### config.mk
export PLATFORM = sky130hd
export DESIGN_NAME = fifo_write_arbiter_flat
export DESIGN_NICKNAME = d
export VERILOG_FILES = /design/src/rtl/fifo_write_arbiter_if.sv /design/src/rtl/fifo_write_arbiter.sv /design/src/flat_wrapper.sv
export SDC_FILE = /design/constraint.sdc
export NUM_CORES = 1
export LEC_CHECK = 0
export BUFFER_PORTS_ARGS = -buffer_cell sky130_fd_sc_hd__buf_4
export CORE_ASPECT_RATIO = 0.6
export CORE_MARGIN = 8
export CORE_UTILIZATION = 35
export CTS_BUF_LIST = sky130_fd_sc_hd__clkbuf_8
export CTS_CLUSTER_DIAMETER = 40
export DETAILED_ROUTE_END_ITERATION = 8
export GPL_ROUTABILITY_DRIVEN = 1
export GPL_TIMING_DRIVEN = 0
export PLACE_DENSITY = 0.63
export SYNTH_ARGS = -nofsm -noshare
export SYNTH_HDL_FRONTEND = slang
export SYNTH_SLANG_ARGS = --single-unit
### constraint.sdc
create_clock -name write_clk_i -period 3.2 [get_ports write_clk_i]
set_input_delay 0.16 -clock write_clk_i [delete_from_list [all_inputs] [get_ports write_clk_i]]
set_output_delay 0.16 -clock write_clk_i [all_outputs]
set_load 0.05 [all_outputs]
### src/rtl/fifo_write_arbiter_if.sv
// Producer-side bundle for fifo_write_arbiter: requests, packed data, FIFO full, grant and write strobe.
// FIFO_ARB_STALL_CNT_EN adds the stall_count_o signal to the bundle.
interface fifo_write_arbiter_if #(
  parameter int unsigned NUM_REQUESTERS = 4,
  parameter int unsigned DATA_SIZE      = 8
);
  logic [NUM_REQUESTERS-1:0]           request_i;
  logic [NUM_REQUESTERS*DATA_SIZE-1:0] data_i;
  logic                                write_full_i;
  logic [NUM_REQUESTERS-1:0]           grant_o;
  logic                                write_increment_o;
  logic [DATA_SIZE-1:0]                write_data_o;
  logic                                busy_o;
`ifdef FIFO_ARB_STALL_CNT_EN
  logic [15:0]                         stall_count_o;

  modport master (
    input  request_i, data_i, write_full_i,
    output grant_o, write_increment_o, write_data_o, busy_o, stall_count_o
  );
  modport slave (
    output request_i, data_i, write_full_i,
    input  grant_o, write_increment_o, write_data_o, busy_o, stall_count_o
  );
`else
  modport master (
    input  request_i, data_i, write_full_i,
    output grant_o, write_increment_o, write_data_o, busy_o
  );
  modport slave (
    output request_i, data_i, write_full_i,
    input  grant_o, write_increment_o, write_data_o, busy_o
  );
`endif
endinterface

### src/rtl/fifo_write_arbiter.sv
// Round-robin arbiter sharing the async FIFO write port among producers, with bounded bursts per grant.
// Optional macro FIFO_ARB_STALL_CNT_EN adds a saturating count of full-stalled grant cycles.
module fifo_write_arbiter #(
  parameter int unsigned NUM_REQUESTERS = 4,
  parameter int unsigned DATA_SIZE      = 8,
  parameter int unsigned MAX_BURST      = 4
) (
  input  logic                 write_clk_i,
  input  logic                 write_reset_n_i,
  fifo_write_arbiter_if.master arb
);

  localparam int unsigned OW = $clog2(NUM_REQUESTERS);
  localparam int unsigned CW = $clog2(MAX_BURST) + 1;

  typedef enum logic [0:0] {IDLE, BURST} state_e;

  state_e                    state_q, state_d;
  logic [NUM_REQUESTERS-1:0] grant_q, grant_d;
  logic [OW-1:0]             owner_q, owner_d;
  logic [OW-1:0]             last_owner_q, last_owner_d;
  logic [CW-1:0]             cnt_q, cnt_d;

  logic                      accept_c;
  logic                      release_c;
  logic [OW-1:0]             base_c;
  logic [OW-1:0]             scan_idx;
  logic                      pick_valid;
  logic [OW-1:0]             pick_idx;

  assign accept_c = (|(grant_q & arb.request_i)) & ~arb.write_full_i;

  // Round-robin scan starting just after the pointer; the pointer owner itself is checked last.
  always_comb begin
    base_c     = (state_q == BURST) ? owner_q : last_owner_q;
    scan_idx   = '0;
    pick_valid = 1'b0;
    pick_idx   = '0;
    for (int unsigned i = 1; i <= NUM_REQUESTERS; i++) begin
      scan_idx = OW'((32'(base_c) + i) % NUM_REQUESTERS);
      if (!pick_valid && arb.request_i[scan_idx]) begin
        pick_valid = 1'b1;
        pick_idx   = scan_idx;
      end
    end
  end

  always_ff @(posedge write_clk_i or negedge write_reset_n_i) begin
    if (!write_reset_n_i) begin
      state_q      <= IDLE;
      grant_q      <= '0;
      owner_q      <= '0;
      last_owner_q <= OW'(NUM_REQUESTERS - 1);
      cnt_q        <= '0;
    end else begin
      state_q      <= state_d;
      grant_q      <= grant_d;
      owner_q      <= owner_d;
      last_owner_q <= last_owner_d;
      cnt_q        <= cnt_d;
    end
  end

  // Next-state: release on burst limit or owner drop, and re-pick in the same edge.
  always_comb begin
    state_d      = state_q;
    grant_d      = grant_q;
    owner_d      = owner_q;
    last_owner_d = last_owner_q;
    cnt_d        = cnt_q;
    release_c    = 1'b0;
    unique case (state_q)
      IDLE: begin
        if (pick_valid) begin
          state_d = BURST;
          grant_d = NUM_REQUESTERS'(1) << pick_idx;
          owner_d = pick_idx;
          cnt_d   = '0;
        end
      end
      BURST: begin
        if (accept_c) cnt_d = cnt_q + CW'(1);
        release_c = (accept_c && (cnt_q == CW'(MAX_BURST - 1))) || !arb.request_i[owner_q];
        if (release_c) begin
          last_owner_d = owner_q;
          cnt_d        = '0;
          if (pick_valid) begin
            grant_d = NUM_REQUESTERS'(1) << pick_idx;
            owner_d = pick_idx;
          end else begin
            state_d = IDLE;
            grant_d = '0;
          end
        end
      end
      default: begin
        state_d = IDLE;
        grant_d = '0;
      end
    endcase
  end

  assign arb.grant_o           = grant_q;
  assign arb.busy_o            = (state_q == BURST);
  assign arb.write_increment_o = accept_c;
  assign arb.write_data_o      = (state_q == BURST) ?
                                 arb.data_i[32'(owner_q) * DATA_SIZE +: DATA_SIZE] : '0;

`ifdef FIFO_ARB_STALL_CNT_EN
  logic [15:0] stall_cnt_q, stall_cnt_d;

  // Cycles where a granted requester is ready but the FIFO is full.
  always_comb begin
    stall_cnt_d = stall_cnt_q;
    if ((|(grant_q & arb.request_i)) && arb.write_full_i && (stall_cnt_q != 16'hFFFF))
      stall_cnt_d = stall_cnt_q + 16'd1;
  end

  always_ff @(posedge write_clk_i or negedge write_reset_n_i) begin
    if (!write_reset_n_i) stall_cnt_q <= '0;
    else                  stall_cnt_q <= stall_cnt_d;
  end

  assign arb.stall_count_o = stall_cnt_q;
`endif

endmodule

### src/flat_wrapper.sv
// flat-port wrapper written by rule: the top's interface ports become plain ports
module fifo_write_arbiter_flat 
#(
  parameter int unsigned NUM_REQUESTERS = 4,
  parameter int unsigned DATA_SIZE      = 8,
  parameter int unsigned MAX_BURST      = 4
)
  (write_clk_i, write_reset_n_i, arb_request_i, arb_data_i, arb_write_full_i, arb_grant_o, arb_write_increment_o, arb_write_data_o, arb_busy_o);
  fifo_write_arbiter_if #(.NUM_REQUESTERS(NUM_REQUESTERS), .DATA_SIZE(DATA_SIZE)) arb_i ();
  input  logic write_clk_i;
  input  logic write_reset_n_i;
  input wire logic [$bits(arb_i.request_i)-1:0] arb_request_i;
  input wire logic [$bits(arb_i.data_i)-1:0] arb_data_i;
  input wire logic [$bits(arb_i.write_full_i)-1:0] arb_write_full_i;
  output wire logic [$bits(arb_i.grant_o)-1:0] arb_grant_o;
  output wire logic [$bits(arb_i.write_increment_o)-1:0] arb_write_increment_o;
  output wire logic [$bits(arb_i.write_data_o)-1:0] arb_write_data_o;
  output wire logic [$bits(arb_i.busy_o)-1:0] arb_busy_o;
  assign arb_i.request_i = arb_request_i;
  assign arb_i.data_i = arb_data_i;
  assign arb_i.write_full_i = arb_write_full_i;
  assign arb_grant_o = arb_i.grant_o;
  assign arb_write_increment_o = arb_i.write_increment_o;
  assign arb_write_data_o = arb_i.write_data_o;
  assign arb_busy_o = arb_i.busy_o;
  fifo_write_arbiter #(.NUM_REQUESTERS(NUM_REQUESTERS), .DATA_SIZE(DATA_SIZE), .MAX_BURST(MAX_BURST)) u_core (.write_clk_i(write_clk_i), .write_reset_n_i(write_reset_n_i), .arb(arb_i));
endmodule
== Word-level counts from Yosys, hierarchy flattened ==
Cells that the tools add are included.
Cells by class
  bitwise gates (word level): 4
  multiplexer cells: 34
  shift-type cells: 2
  equal/unequal tests: 4
  $lt $le $gt $ge: 5
  multiply operators: 0
  div/mod/pow operators: 0
  add/subtract/negate cells: 5
  reductions and logical operators: 13
Operator list (count)
  variable part select 32 x 6 -> 8 bit: 1
  less-than comparator 2 x 3 -> 1 bit, second input constant: 5
  two-way mux 2 bit: 7
  two-way mux 4 bit: 3
  two-way mux 1 bit: 11
  binary-select mux 1 bit (select 2 bit): 5
  two-way mux 3 bit: 3
  two-way mux 8 bit: 1
  one-hot mux 4 bit (2 select lines): 1
  one-hot mux 3 bit (2 select lines): 1
  AND reduction 2 bit: 3
  adder 2 x 1 -> 2 bit, second input constant: 2
  adder 2 bit, second input constant: 2
  bitwise AND 4 bit: 1
  logical AND 1 bit: 4
  logical NOT 1 bit: 4
  one-hot mux 2 bit (2 select lines): 1
  OR reduction 4 bit: 1
  left shift 1 x 2 -> 4 bit, first input constant: 1
  adder 3 x 1 -> 3 bit, second input constant: 1
  == test 3 x 2 -> 1 bit, second input constant: 1
  != test 3 bit, second input constant: 1
  != test 2 x 1 -> 1 bit, second input constant: 1
  != test 2 bit, second input constant: 1
  other kinds (4): 5
Storage, ports and cells
  memories kept: 0
  logic and storage cells: 72
  RAM bits: 0
  latch bits: 0
  memory bits (read-only): 0
  flip-flop bits (word level): 12

== Longest topological paths before layout ==
Gate-level depths: netlist (run 1).
  word-level depth: 18
  mapped depth: 6

== Worst setup path after synthesis (run 1) ==
Ideal clock, no wire load.
  kind: register -> register
  from: reg u_core.grant_q[2], in the netlist u_core.arb.grant_o[2]
  to: reg u_core.cnt_q[1]
  path slack: 0.951 ns
  arrival time: 2.163 ns
  cell stages (with the launch flop): 5
  library setup time: 0.085 ns
  path buffers: 0
  cell sequence: dfrtp_1 > a22oi_1 > a21oi_1 > nand4_1 > o22ai_1
On the way
  longest elaborated chain between the ends: 7
  elaborated cells on any way between the ends: 9
RTL lines
  start: declaration: line fifo_write_arbiter.sv:19  | logic [NUM_REQUESTERS-1:0] grant_q, grant_d;
  start signal: assignment: line fifo_write_arbiter.sv:57  | grant_q <= grant_d;
  bitwise AND 4 bit (*): line fifo_write_arbiter.sv:31  | assign accept_c = (|(grant_q & arb.request_i)) & ~arb.write_full_i;
  OR reduction 4 bit (*): line fifo_write_arbiter.sv:31
  bitwise AND 1 bit (*): line fifo_write_arbiter.sv:31
  via arb_write_increment_o: line flat_wrapper.sv:16  | output wire logic [$bits(arb_i.write_increment_o)-1:0] arb_write_increment_o;
  logical AND 1 bit: line fifo_write_arbiter.sv:83  | release_c = (accept_c && (cnt_q == CW'(MAX_BURST - 1))) || !arb.request_i[owner_q];
  logical OR 1 bit: line fifo_write_arbiter.sv:83
  two-way mux 3 bit or != test 3 bit (tied branches)
  one-hot mux 3 bit (2 select lines) or AND reduction 2 bit (tied branches)
  end signal: assignment: line fifo_write_arbiter.sv:60  | cnt_q <= cnt_d;
  end: declaration: line fifo_write_arbiter.sv:22  | logic [CW-1:0] cnt_q, cnt_d;
The timed path passes the listed nets; every way through them passes the cells marked *.
A chain may end at the register's enable or synchronous reset.

== Final worst setup path (run 1) ==
  from: reg u_core.owner_q[0]
  to: out arb_write_data_o[7]
On the way
  longest elaborated chain between the ends: 2
RTL lines
  start: declaration: line fifo_write_arbiter.sv:20  | logic [OW-1:0] owner_q, owner_d;
  start signal: assignment: line fifo_write_arbiter.sv:58  | owner_q <= owner_d;
  variable part select 32 x 6 -> 8 bit: line fifo_write_arbiter.sv:107  | arb.data_i[32'(owner_q) * DATA_SIZE +: DATA_SIZE] : '0;
  two-way mux 8 bit: line fifo_write_arbiter.sv:106  | assign arb.write_data_o = (state_q == BURST) ?
  end: declaration: line flat_wrapper.sv:17  | output wire logic [$bits(arb_i.write_data_o)-1:0] arb_write_data_o;
Every way passes these cells.

==> reports/results.md, run 1 <==
| Result | This run | Unit |
|---|---|---|
| Result of the run | completed | - |
| Global-route wire length before repair | 4860 | µm |
| Main area contributors after synthesis | dfrtp_1 (25%), mux4_2 (20%), dfstp_2 (5.3%), and2_1 (5.0%), inv_1 (3.8%) | - |
| Largest clock skew in the final design | 0.00173 | ns |
| IO Pins | 53 | - |
| Clock tree from TritonCTS | yes | - |
| Die height | 57.3 | µm |
| RePlAce Congestion | 0.911 | - |
| Flop2flop setup slack | 1.32 | ns |
| Starting utilization of the core area | 35.6 | % |
| Reg-to-reg endpoint | u_core.owner_q[1] | - |
| Synthesized-area fraction occupied by xor and xnor cells | 0 | % |
| Timing-limited maximum frequency | 484 | MHz |
| Total number of cells along the worst setup path | 4 | - |
| Portion of netlist area occupied by mux cells | 30.2 | % |
| Synth Area in Adders | 2.52 | % |
| Dominant combinational cell family by area after synthesis | multiplexers | - |
| Post-route setup slack | 1.13 | ns |
| Vias | 966 | - |
| Critical R2R Launch | u_core.arb.busy_o | - |
| Post-route setup TNS | 0 | ns |
| P_int | 0.000744 | W |
| Root buffer selected by CTS | clkbuf_8 | - |
| Share of layout cells above drive strength 1 | 54.2 | % |
| Rows | 15 | - |
| Die outline area | 0.00486 | mm² |
| Relative contribution of combinational cells to total power | 69.5 | % |
| Max transition margin | 59.6 | % |
| First-iteration detailed-routing DRC count | 65 | - |
| Worst slew pin tran | 0.602 | ns |
| Initial antenna violation count | 0 | - |
| Setup WS pre-CTS | 1.36 | ns |
| Power density over cell area | 949 | mW/mm² |
| DRT antenna net count | 0 | - |
| Netlist area before placement | 995 | µm² |
| Leak | 0.686 | nW |
| Ys flop type | dfrtp_1 | - |
| CP bufs+invs | 2 | - |
| Multi-input logic area | 631 | µm² |
| Count of final setup violators | 0 | - |
| CTS H-tree depth | 1 | - |
| Average via count per standard cell | 5.43 | - |
| R2R cell count | 5 | - |
| Final cycle utilization of the critical path | 64.6 | % |
| Unrepaired setup endpoints after global routing | false | - |
| Sequential share of power | 18.6 | % |
| Number of endpoints with negative hold slack in the final report | 0 | - |
| Crit-path slowest cell | mux4_2 | - |
| Filler cell count in the final layout | 265 | - |
| Power share of the clock group | 12.0 | % |
| Synth cell types | 37 | - |
| Number of enable-type register cells in the synthesized netlist | 0 | - |
| Number of DRC violations after detailed routing | 0 | - |
| Pwr Total | 0.00142 | W |
| Area of the core | 0.00280 | mm² |
| Non-filler cells, final | 178 | - |
| Startpoint kind of the worst setup timing path | register | - |
| Critical Path Sink Type | output port | - |
| Max-capacitance violation count | 0 | - |
| Net Switching | 0.000673 | W |
| Critical Path Start | u_core.owner_q[0] | - |
| Clk slew on worst S/H paths | 0.06 | ns |
| Critical path cell sequence | buf_2 > mux4_2 > and2_1 > buf_4 | - |
| Post-layout minimum cycle time | 2.07 | ns |
| Total cell area at the placement stage | 0.00143 | mm² |
| Total iterations of the first detailed-routing run | 4 | - |
| Final net count | 186 | - |
| Routed wire length | 3180 | µm |
| Routed wirelength normalized by instance count | 17.9 | µm |
| Maximum single-stage delay on the critical path | 0.54 | ns |
| Synthesis Warnings | 0 | - |
| Placed wire-length estimate | 2680 | µm |
| Number of buffers between clock root and the deepest sink | 2 | - |
| Cell taking the most area after synthesis | dfrtp_1 | - |
| Overall global routing resource usage | 12.7 | % |
| Cell types with the highest counts after synthesis | dfrtp_1 (10), inv_1 (10), mux4_2 (9), and2_1 (8) | - |
| Synthesized-area fraction occupied by ao, oa, aoi and oai cells | 18.6 | % |
| Die boundary width | 84.8 | µm |
| Synthesized instance count | 87 | - |
| CP Max Fanout | 10 | - |
| Maximum ir drop on the vdd rail | 0.000371 | V |
| Seq cells post-synth | 12 | - |
| Required time of the critical path | 3.04 | ns |
| Number of buffers created by CTS | 3 | - |
| Switch share | 47.5 | % |
| Crit-path leading delay family | multiplexers | - |
| Synthesis-to-layout area growth | 50.1 | % |
| Insertion delay of the later-clocked pin in the worst-skew pair | 0.24 | ns |
| Worst Setup Path Type | reg -> out | - |
| Number of max-slew violations in the final report | 0 | - |
| Remaining Overflow, GRT | 0 | - |
| Fraction of registers with async set or reset after synthesis | 100 | % |
| Pin count of the biggest net entering global routing | 13 | - |
| Basic-gate share of the synthesized area counting and, or, nand and nor cells | 12.1 | % |
| Via count of the first global-routing pass | 931 | - |
| Average cell area after synthesis | 11.4 | µm² |
| Hold WC Path Type | in -> async | - |
| Endpoint arrival time on the critical path | 1.91 | ns |
| Post-synthesis net count | 128 | - |
| FF+latch area | 303 | µm² |
| Clock sinks | 12 | - |
| Fin area | 0.00149 | mm² |
| Post-placement cell count | 173 | - |
| Post-synth top area share | 25.2 | % |
| Input/output buffers | 52 | - |
| Capture point of the worst path | arb_write_data_o[7] | - |
| Antenna diodes | 0 | - |
| Portion of the post-synthesis area used by sequential elements | 30.4 | % |
| Post-cts resize count | 0 | - |
-- cells in the final DEF (no fill, tap or decap), drive strengths merged, types with 2 or more instances in the layout --
master and n:
a211oi 2, dfstp 2, o21ai 3, buf 54, ha 2, mux2 5, clkbuf 6, and2 8
a21oi 2, a22oi 2, inv 10, nand4 2, dfrtp 10, mux2i 3, o22ai 2, mux4 9
nor2 2, o32ai 3, nand2b 3, o211a 2
-- cells by family (layout without fill, tap and decap cells) --
group	Yosys count	after routing
simple gates	19	19
fa+ha+maj	2	2
compound gates	23	23
mux	17	17
buf+inv	14	71
flops	12	12
-- power by group through the flow --
stage / Combinational (W) / Clock, W / Sequential, W
after floorplan: 0.000664 / 0 / 0.000318
after global placement: 0.000967 / 0 / 0.000263
after detailed placement: 0.000986 / 0 / 0.000266
after CTS: 0.000989 / 0.000172 / 0.000264
after global routing: 0.00104 / 0.000181 / 0.000274
final: 0.000984 / 0.000169 / 0.000263
-- what timing repair did --
item                                   in CTS  in global routing
endpoints found under the hold margin      12                  0
hold buffers                                1                  0
buffers inserted                            0                  0
-- through the flow --
stage / util, % / hold slack (ns)
2_1_floorplan: - / -0.136
3_3_place_gp: 51.1 / 0.00566
3_5_place_dp: 51.1 / 0.00987
4_1_cts: 53.4 / 0.279
5_1_grt: 53.4 / 0.304
6_report: 53.4 / 0.287
-- worst min-delay path by stage --
stage,cells past startpoint,start,slack [ns],endpoint
finish,2,write_reset_n_i,0.29,u_core.arb.busy_o
global route,3,arb_request_i[0],0.30,u_core.arb.busy_o
CTS,3,arb_request_i[0],0.28,u_core.arb.busy_o
detailed placement,1,write_reset_n_i,0.01,u_core.arb.busy_o
global placement,1,write_reset_n_i,0.006,u_core.arb.busy_o
floorplan,0,write_reset_n_i,-0.14,u_core.arb.busy_o
-- per-layer routing --
layer | global-route usage, % | share of wire, % | up-vias
met4 | 2.26 | 0.66 | 0
met5 | 0 | 0 | -
li1 | - | - | 458
met2 | 20.1 | 50 | 33
met1 | 16.5 | 43 | 471
met3 | 4.43 | 6.5 | 4
-- registers in the layout (all words and copies together) (netlist names) --
| register | count |
|---|---|
| u_core.owner_q | 2 |
| u_core.arb.grant_o | 4 |
| u_core.arb.busy_o | 1 |
| u_core.cnt_q | 3 |
| u_core.last_owner_q | 2 |
-- layout make-up --
class	count	share of cell area [%]
well taps	34	2.85
flip-flops and latches	12	20.3
clock buffers	4	3.69
inverters	10	2.51
multi-input cells	61	42.2
repair buffers	53	26.8
plain buffers	4	1.59
Note: power is estimated with default switching activity, not from simulation.
==> inputs of run 2 (changes only) <==
ABC_AREA = 1   (was not set)
PLACE_DENSITY = 0.61   (was 0.63)
clock period = 1.9 ns   (was 3.2 ns; I/O delays follow)
==> reports/results.md, run 2 <==
| Result | This run | Unit |
|---|---|---|
| Result of the run | completed | - |
| Count of final setup violators | 0 | - |
| R2R cell count | 13 | - |
| Clock tree from TritonCTS | yes | - |
| Leading cell type in the layout, fill and taps excluded | buf_4 | - |
| Required time of the critical path | 2.08 | ns |
| Timing-limited maximum frequency | 551 | MHz |
| Cell with the most instances after synthesis | nand2_1 | - |
| Clk slew on worst S/H paths | 0.06 | ns |
| Placed wire-length estimate | 3530 | µm |
| Input/output buffers | 52 | - |
| Ys flop type | dfrtp_1 | - |
| Seq cells post-synth | 12 | - |
| CP Max Fanout | 6 | - |
| Worst slew pin tran | 0.237 | ns |
| Root buffer selected by CTS | clkbuf_8 | - |
| Final net count | 314 | - |
| Starting utilization of the core area | 36.7 | % |
| Final cycle utilization of the critical path | 95.6 | % |
| Overall global routing resource usage | 13.6 | % |
| Synthesized instance count | 209 | - |
| Critical Path Sink Type | register | - |
| Max transition margin | 84.2 | % |
| Post-synth top area share | 18.4 | % |
| Startpoint kind of the worst setup timing path | register | - |
| IO Pins | 53 | - |
| Post-layout minimum cycle time | 1.82 | ns |
| Rows | 17 | - |
| Synthesis-to-layout area growth | 49.2 | % |
| Hold WC Path Type | in -> reg | - |
| Number of buffers between clock root and the deepest sink | 2 | - |
| Number of cells traversed by the worst hold path | 4 | - |
| Share of layout cells above drive strength 1 | 47.4 | % |
| Clock sinks | 12 | - |
| Portion of the post-synthesis area used by sequential elements | 22.3 | % |
| Number of buffers created by CTS | 3 | - |
| Initial antenna violation count | 0 | - |
| Average via count per standard cell | 4.71 | - |
| Fin util | 54.8 | % |
| Endpoint arrival time on the critical path | 1.99 | ns |
| Number of max-slew violations in the final report | 0 | - |
| DRT antenna net count | 0 | - |
| Main area contributors after synthesis | dfrtp_1 (18%), nand2_1 (18%), nor2_1 (9.4%), nand2_2 (7.8%), nand2_4 (6.6%) | - |
| FF+latch area | 309 | µm² |
| Number of DRC violations after detailed routing | 0 | - |
| Synth cell types | 29 | - |
| Number of endpoints with negative hold slack in the final report | 0 | - |
| CTS H-tree depth | 1 | - |
| Max-capacitance violation count | 0 | - |
| Cell types with the highest counts after synthesis | nand2_1 (64), nor2_1 (34), nand2_2 (17), o21ai_0 (13) | - |
| Post-route setup TNS | 0 | ns |
| Average cell area after synthesis | 6.50 | µm² |
| Minimum hold slack | 0.166 | ns |
| Insertion delay of the later-clocked pin in the worst-skew pair | 0.25 | ns |
| Cell taking the most area after synthesis | dfrtp_1 | - |
| Routed wirelength normalized by instance count | 13.7 | µm |
| RePlAce Congestion | 0.806 | - |
| Antenna diodes | 0 | - |
| Area of the core | 0.00370 | mm² |
| Remaining Overflow, GRT | 0 | - |
| Unrepaired setup endpoints after global routing | true | - |
| Post-synthesis net count | 250 | - |
| Vias | 1503 | - |
| Worst hold endpoint | u_core.cnt_q[1] | - |
| Number of enable-type register cells in the synthesized netlist | 0 | - |
| Die height | 64.3 | µm |
| Most used cells in the layout excluding fill and tap cells | buf_4 (60), nand2_1 (56), nor2_1 (33) | - |
| Total iterations of the first detailed-routing run | 5 | - |
| Non-filler cells, final | 319 | - |
| Fraction of registers with async set or reset after synthesis | 100 | % |
| Post-placement cell count | 308 | - |
| Multi-input logic area | 0.00105 | mm² |
| Reg-to-reg endpoint | u_core.arb.grant_o[0] | - |
| Filler cell count in the final layout | 385 | - |
| Min-delay src | arb_write_full_i | - |
| Die outline area | 0.00620 | mm² |
| Worst Setup Path Type | reg -> reg | - |
| Number of flip-flops under the largest register name | 4 | - |
| Pin count of the biggest net entering global routing | 20 | - |
| Routed wire length | 4360 | µm |
| Netlist area before placement | 0.00136 | mm² |
| Largest clock skew in the final design | 0.00694 | ns |
| Synthesis Warnings | 0 | - |
| First-iteration detailed-routing DRC count | 83 | - |
| Flop2flop setup slack | 0.08 | ns |
| Critical R2R Launch | u_core.last_owner_q[0] | - |
| Die boundary width | 96.4 | µm |
| Global-route wire length before repair | 6830 | µm |
| Via count of the first global-routing pass | 1334 | - |
==> run 2: cell count changes in the layout (fill, tap and decap cells not counted), moves of 4 or more <==
cell	before	now
and2_1	8	0
buf_4	52	60
dfrtp_1	10	5
dfrtp_2	0	5
inv_2	0	4
mux4_2	9	0
nand2_1	1	56
nand2_2	0	20
nand2_4	0	13
nand3_1	1	9
nor2_1	2	33
o21ai_0	3	13
o31ai_1	1	6
==> run 2: layout make-up <==
class / count / area share (%)
sequential: 12 / 15.2
inverter: 15 / 3.40
timing repair buffer: 60 / 22.3
buffer: 4 / 1.73
multi-input combinational: 177 / 51.7
clock buffer: 4 / 2.72
tap: 47 / 2.90
==> run 2: per-layer routing <==
layer  up-vias  part of all wire [%]  track usage, %
li1        800                     -               -
met5         -                     0               0
met2        24                    45            18.4
met4         0                  0.14            1.13
met3         2                   2.7            2.45
met1       677                    52            21.8
==> run 2: how the worst max path moves through the flow <==
stage	from	endpoint	depth (start not counted)
2_1_floorplan	u_core.owner_q[0]	arb_write_data_o[5]	5
3_3_place_gp	u_core.last_owner_q[0]	u_core.arb.grant_o[3]	13
3_5_place_dp	u_core.arb.busy_o	u_core.arb.grant_o[0]	15
4_1_cts	u_core.owner_q[0]	arb_write_data_o[2]	5
5_1_grt	u_core.arb.busy_o	u_core.arb.grant_o[0]	15
6_report	u_core.last_owner_q[0]	u_core.arb.grant_o[0]	13
==> run 2: critical path, stage by stage (launching register included) <==
cell and delay (ns):
dfstp_2 0.61, inv_2 0.05, nand2_2 0.08, nand2_4 0.08, nand2_2 0.09, nand2_4 0.06
nand2_2 0.10, nand2_4 0.08, nor2_8 0.10, nand4_1 0.15, nand2_2 0.13, buf_4 0.13
nand2_1 0.05, nand2_1 0.05
==> run 2: logic make-up after synthesis <==
logic type	share of synthesized area [%]
compound gates	13.0
fa+ha+maj	1.84
buf+inv	7.00
flops	22.3
simple gates	55.9
==> run 2: what timing repair did <==
item                                    4_1_cts  5_1_grt
endpoints found under the hold margin        12        0
pin swaps                                     0       11
hold buffers                                  1        0
gates resized for setup                       0       23
setup buffers                                 0        7
endpoints found under the setup margin        6       16
==> run 2: stage by stage <==
| step | area, µm² | setup slack, ns |
|---|---|---|
| after CTS | 1890 | 0.0304 |
| after global routing | 2030 | -0.0381 |
| after floorplan | 1380 | -0.282 |
| after detailed placement | 1830 | 0.0576 |
| final | 2030 | 0.0841 |
| after global placement | 1830 | 0.0528 |
Power of run 2 is not shown: default switching activity piles up to over one toggle a cycle in this logic, so the estimate is an artifact.
==> inputs of run 3 (changes only) <==
BUFFER_PORTS_ARGS = -buffer_cell sky130_fd_sc_hd__buf_2   (was -buffer_cell sky130_fd_sc_hd__buf_4)
==> reports/results.md, run 3 (synthesis results as in run 2) <==
| Result | This run | Unit |
|---|---|---|
| Result of the run | completed | - |
| Root buffer selected by CTS | clkbuf_8 | - |
| Most used cells in the layout excluding fill and tap cells | buf_2 (52), nand2_1 (44), nor2_1 (33) | - |
| Total cell area at the placement stage | 0.00170 | mm² |
| DRT antenna net count | 0 | - |
| Number of max-slew violations in the final report | 0 | - |
| Final cycle utilization of the critical path | 98.6 | % |
| Post-layout minimum cycle time | 1.87 | ns |
| Leading cell type in the layout, fill and taps excluded | buf_2 | - |
| Die boundary width | 96.4 | µm |
| Worst slew pin tran | 0.274 | ns |
| Pin count of the biggest net entering global routing | 20 | - |
| IO Pins | 53 | - |
| Setup WS pre-CTS | 0.0436 | ns |
| Post-route setup slack | 0.0263 | ns |
| Endpoint arrival time on the critical path | 2.05 | ns |
| Critical Path Sink Type | register | - |
| Hold WC Path Type | in -> reg | - |
| Number of buffers created by CTS | 3 | - |
| Total iterations of the first detailed-routing run | 4 | - |
| Synthesis-to-layout area growth | 49.8 | % |
| Die outline area | 0.00620 | mm² |
| Max-capacitance violation count | 0 | - |
| Fin area | 0.00204 | mm² |
| Global-route wire length before repair | 6560 | µm |
| Initial antenna violation count | 0 | - |
| Overall global routing resource usage | 13.2 | % |
| Input/output buffers | 52 | - |
| Starting utilization of the core area | 36.7 | % |
| Area of the core | 0.00370 | mm² |
| Placed wire-length estimate | 3510 | µm |
| Max transition margin | 81.7 | % |
| Number of DRC violations after detailed routing | 0 | - |
| Required time of the critical path | 2.08 | ns |
| Insertion delay of the later-clocked pin in the worst-skew pair | 0.24 | ns |
| Startpoint kind of the worst setup timing path | register | - |
| Clock tree from TritonCTS | yes | - |
| Worst Setup Path Type | reg -> reg | - |
| Routed wirelength normalized by instance count | 13.7 | µm |
| Via count of the first global-routing pass | 1270 | - |
| Clock sinks | 12 | - |
| CP Max Fanout | 7 | - |
| Number of endpoints with negative hold slack in the final report | 0 | - |
| Number of flip-flops under the largest register name | 4 | - |
| Vias | 1521 | - |
| RePlAce Congestion | 0.807 | - |
| Average via count per standard cell | 4.75 | - |
| First-iteration detailed-routing DRC count | 65 | - |
| Final net count | 315 | - |
| Number of buffers between clock root and the deepest sink | 2 | - |
| Clk slew on worst S/H paths | 0.06 | ns |
| Rows | 17 | - |
| Largest clock skew in the final design | 0.00219 | ns |
| CTS H-tree depth | 1 | - |
| Antenna diodes | 0 | - |
| Count of final setup violators | 0 | - |
| Routed wire length | 4370 | µm |
| Unrepaired setup endpoints after global routing | true | - |
| Die height | 64.3 | µm |
| Remaining Overflow, GRT | 0 | - |
| Share of layout cells above drive strength 1 | 52.4 | % |
| Timing-limited maximum frequency | 534 | MHz |
==> run 3: changes by cell type in the layout (fill, tap and decap cells not counted), moves of 3 or more <==
cell and change:
buf_4 -52, nand2_1 -12, nand2_8 +3, nand2_4 +4
nand2_2 +5, buf_12 +4, buf_2 +52
==> run 3: cell type report <==
| cell class | count | area, µm² |
|---|---|---|
| plain buffers | 3 | 47.5 |
| clock buffers | 4 | 55.1 |
| fillers | 364 | 1670 |
| inverters | 15 | 68.8 |
| multi-input cells | 177 | 1130 |
| flip-flops and latches | 12 | 310 |
| well taps | 47 | 58.8 |
| repair buffers | 62 | 363 |
==> run 3: what timing repair did <==
action                                  in CTS  in global routing
hold buffers                                 1                  0
hold endpoints to repair                    12                  0
resized for setup                            0                 49
cloned                                       0                  0
endpoints found under the setup margin       7                  9
pin swaps                                    0                 13
buffers inserted                             0                  9
==> run 3: metrics by stage <==
stage | hold slack [ns] | TNS, ns | std cells | util [%]
4_1_cts | 0.195 | 0 | 311 | 47.6
6_report | 0.193 | 0 | 320 | 55.0
3_5_place_dp | -0.0137 | 0 | 308 | 46.0
5_1_grt | 0.212 | -0.286 | 320 | 55.0
2_1_floorplan | -0.201 | -1.51 | 209 | -
3_3_place_gp | -0.0160 | 0 | 308 | 46.0
==> run 3: worst paths after layout <==
path,startpoint,endpoint,slack (ns),cells past startpoint
min in group asynchronous,write_reset_n_i,u_core.cnt_q[0],0.26,2
hold / removal,arb_write_full_i,u_core.cnt_q[1],0.19,4
hold reg to reg,u_core.cnt_q[2],u_core.cnt_q[2],0.47,2
setup / recovery,u_core.last_owner_q[0],u_core.arb.grant_o[0],0.03,12
max in group asynchronous,write_reset_n_i,u_core.last_owner_q[1],1.36,2
setup reg to reg,u_core.last_owner_q[0],u_core.arb.grant_o[0],0.03,12
==> run 3: routing by layer <==
layer / up-vias / routed length, µm / track usage (%) / share of wire [%]
met4: 0 / 11 / 1.69 / 0.25
met1: 702 / 2290 / 20.8 / 52
li1: 798 / - / - / -
met3: 2 / 122 / 2.68 / 2.8
met5: - / 0 / 0 / 0
met2: 19 / 1950 / 17.7 / 45
==> run 3: worst max-delay path, cell delays in order, from the launching register on <==
cell and delay [ns]:
dfstp_2 0.59, inv_2 0.06, nand2_4 0.09, nand2_8 0.08, nand2_2 0.08, nand2_4 0.07, nand2_1 0.08, nand2_1 0.12
a21oi_2 0.17, nand2_1 0.11, a21oi_1 0.22, nand2_1 0.09, nand2_1 0.06
Power of run 3 is left out for the same reason.
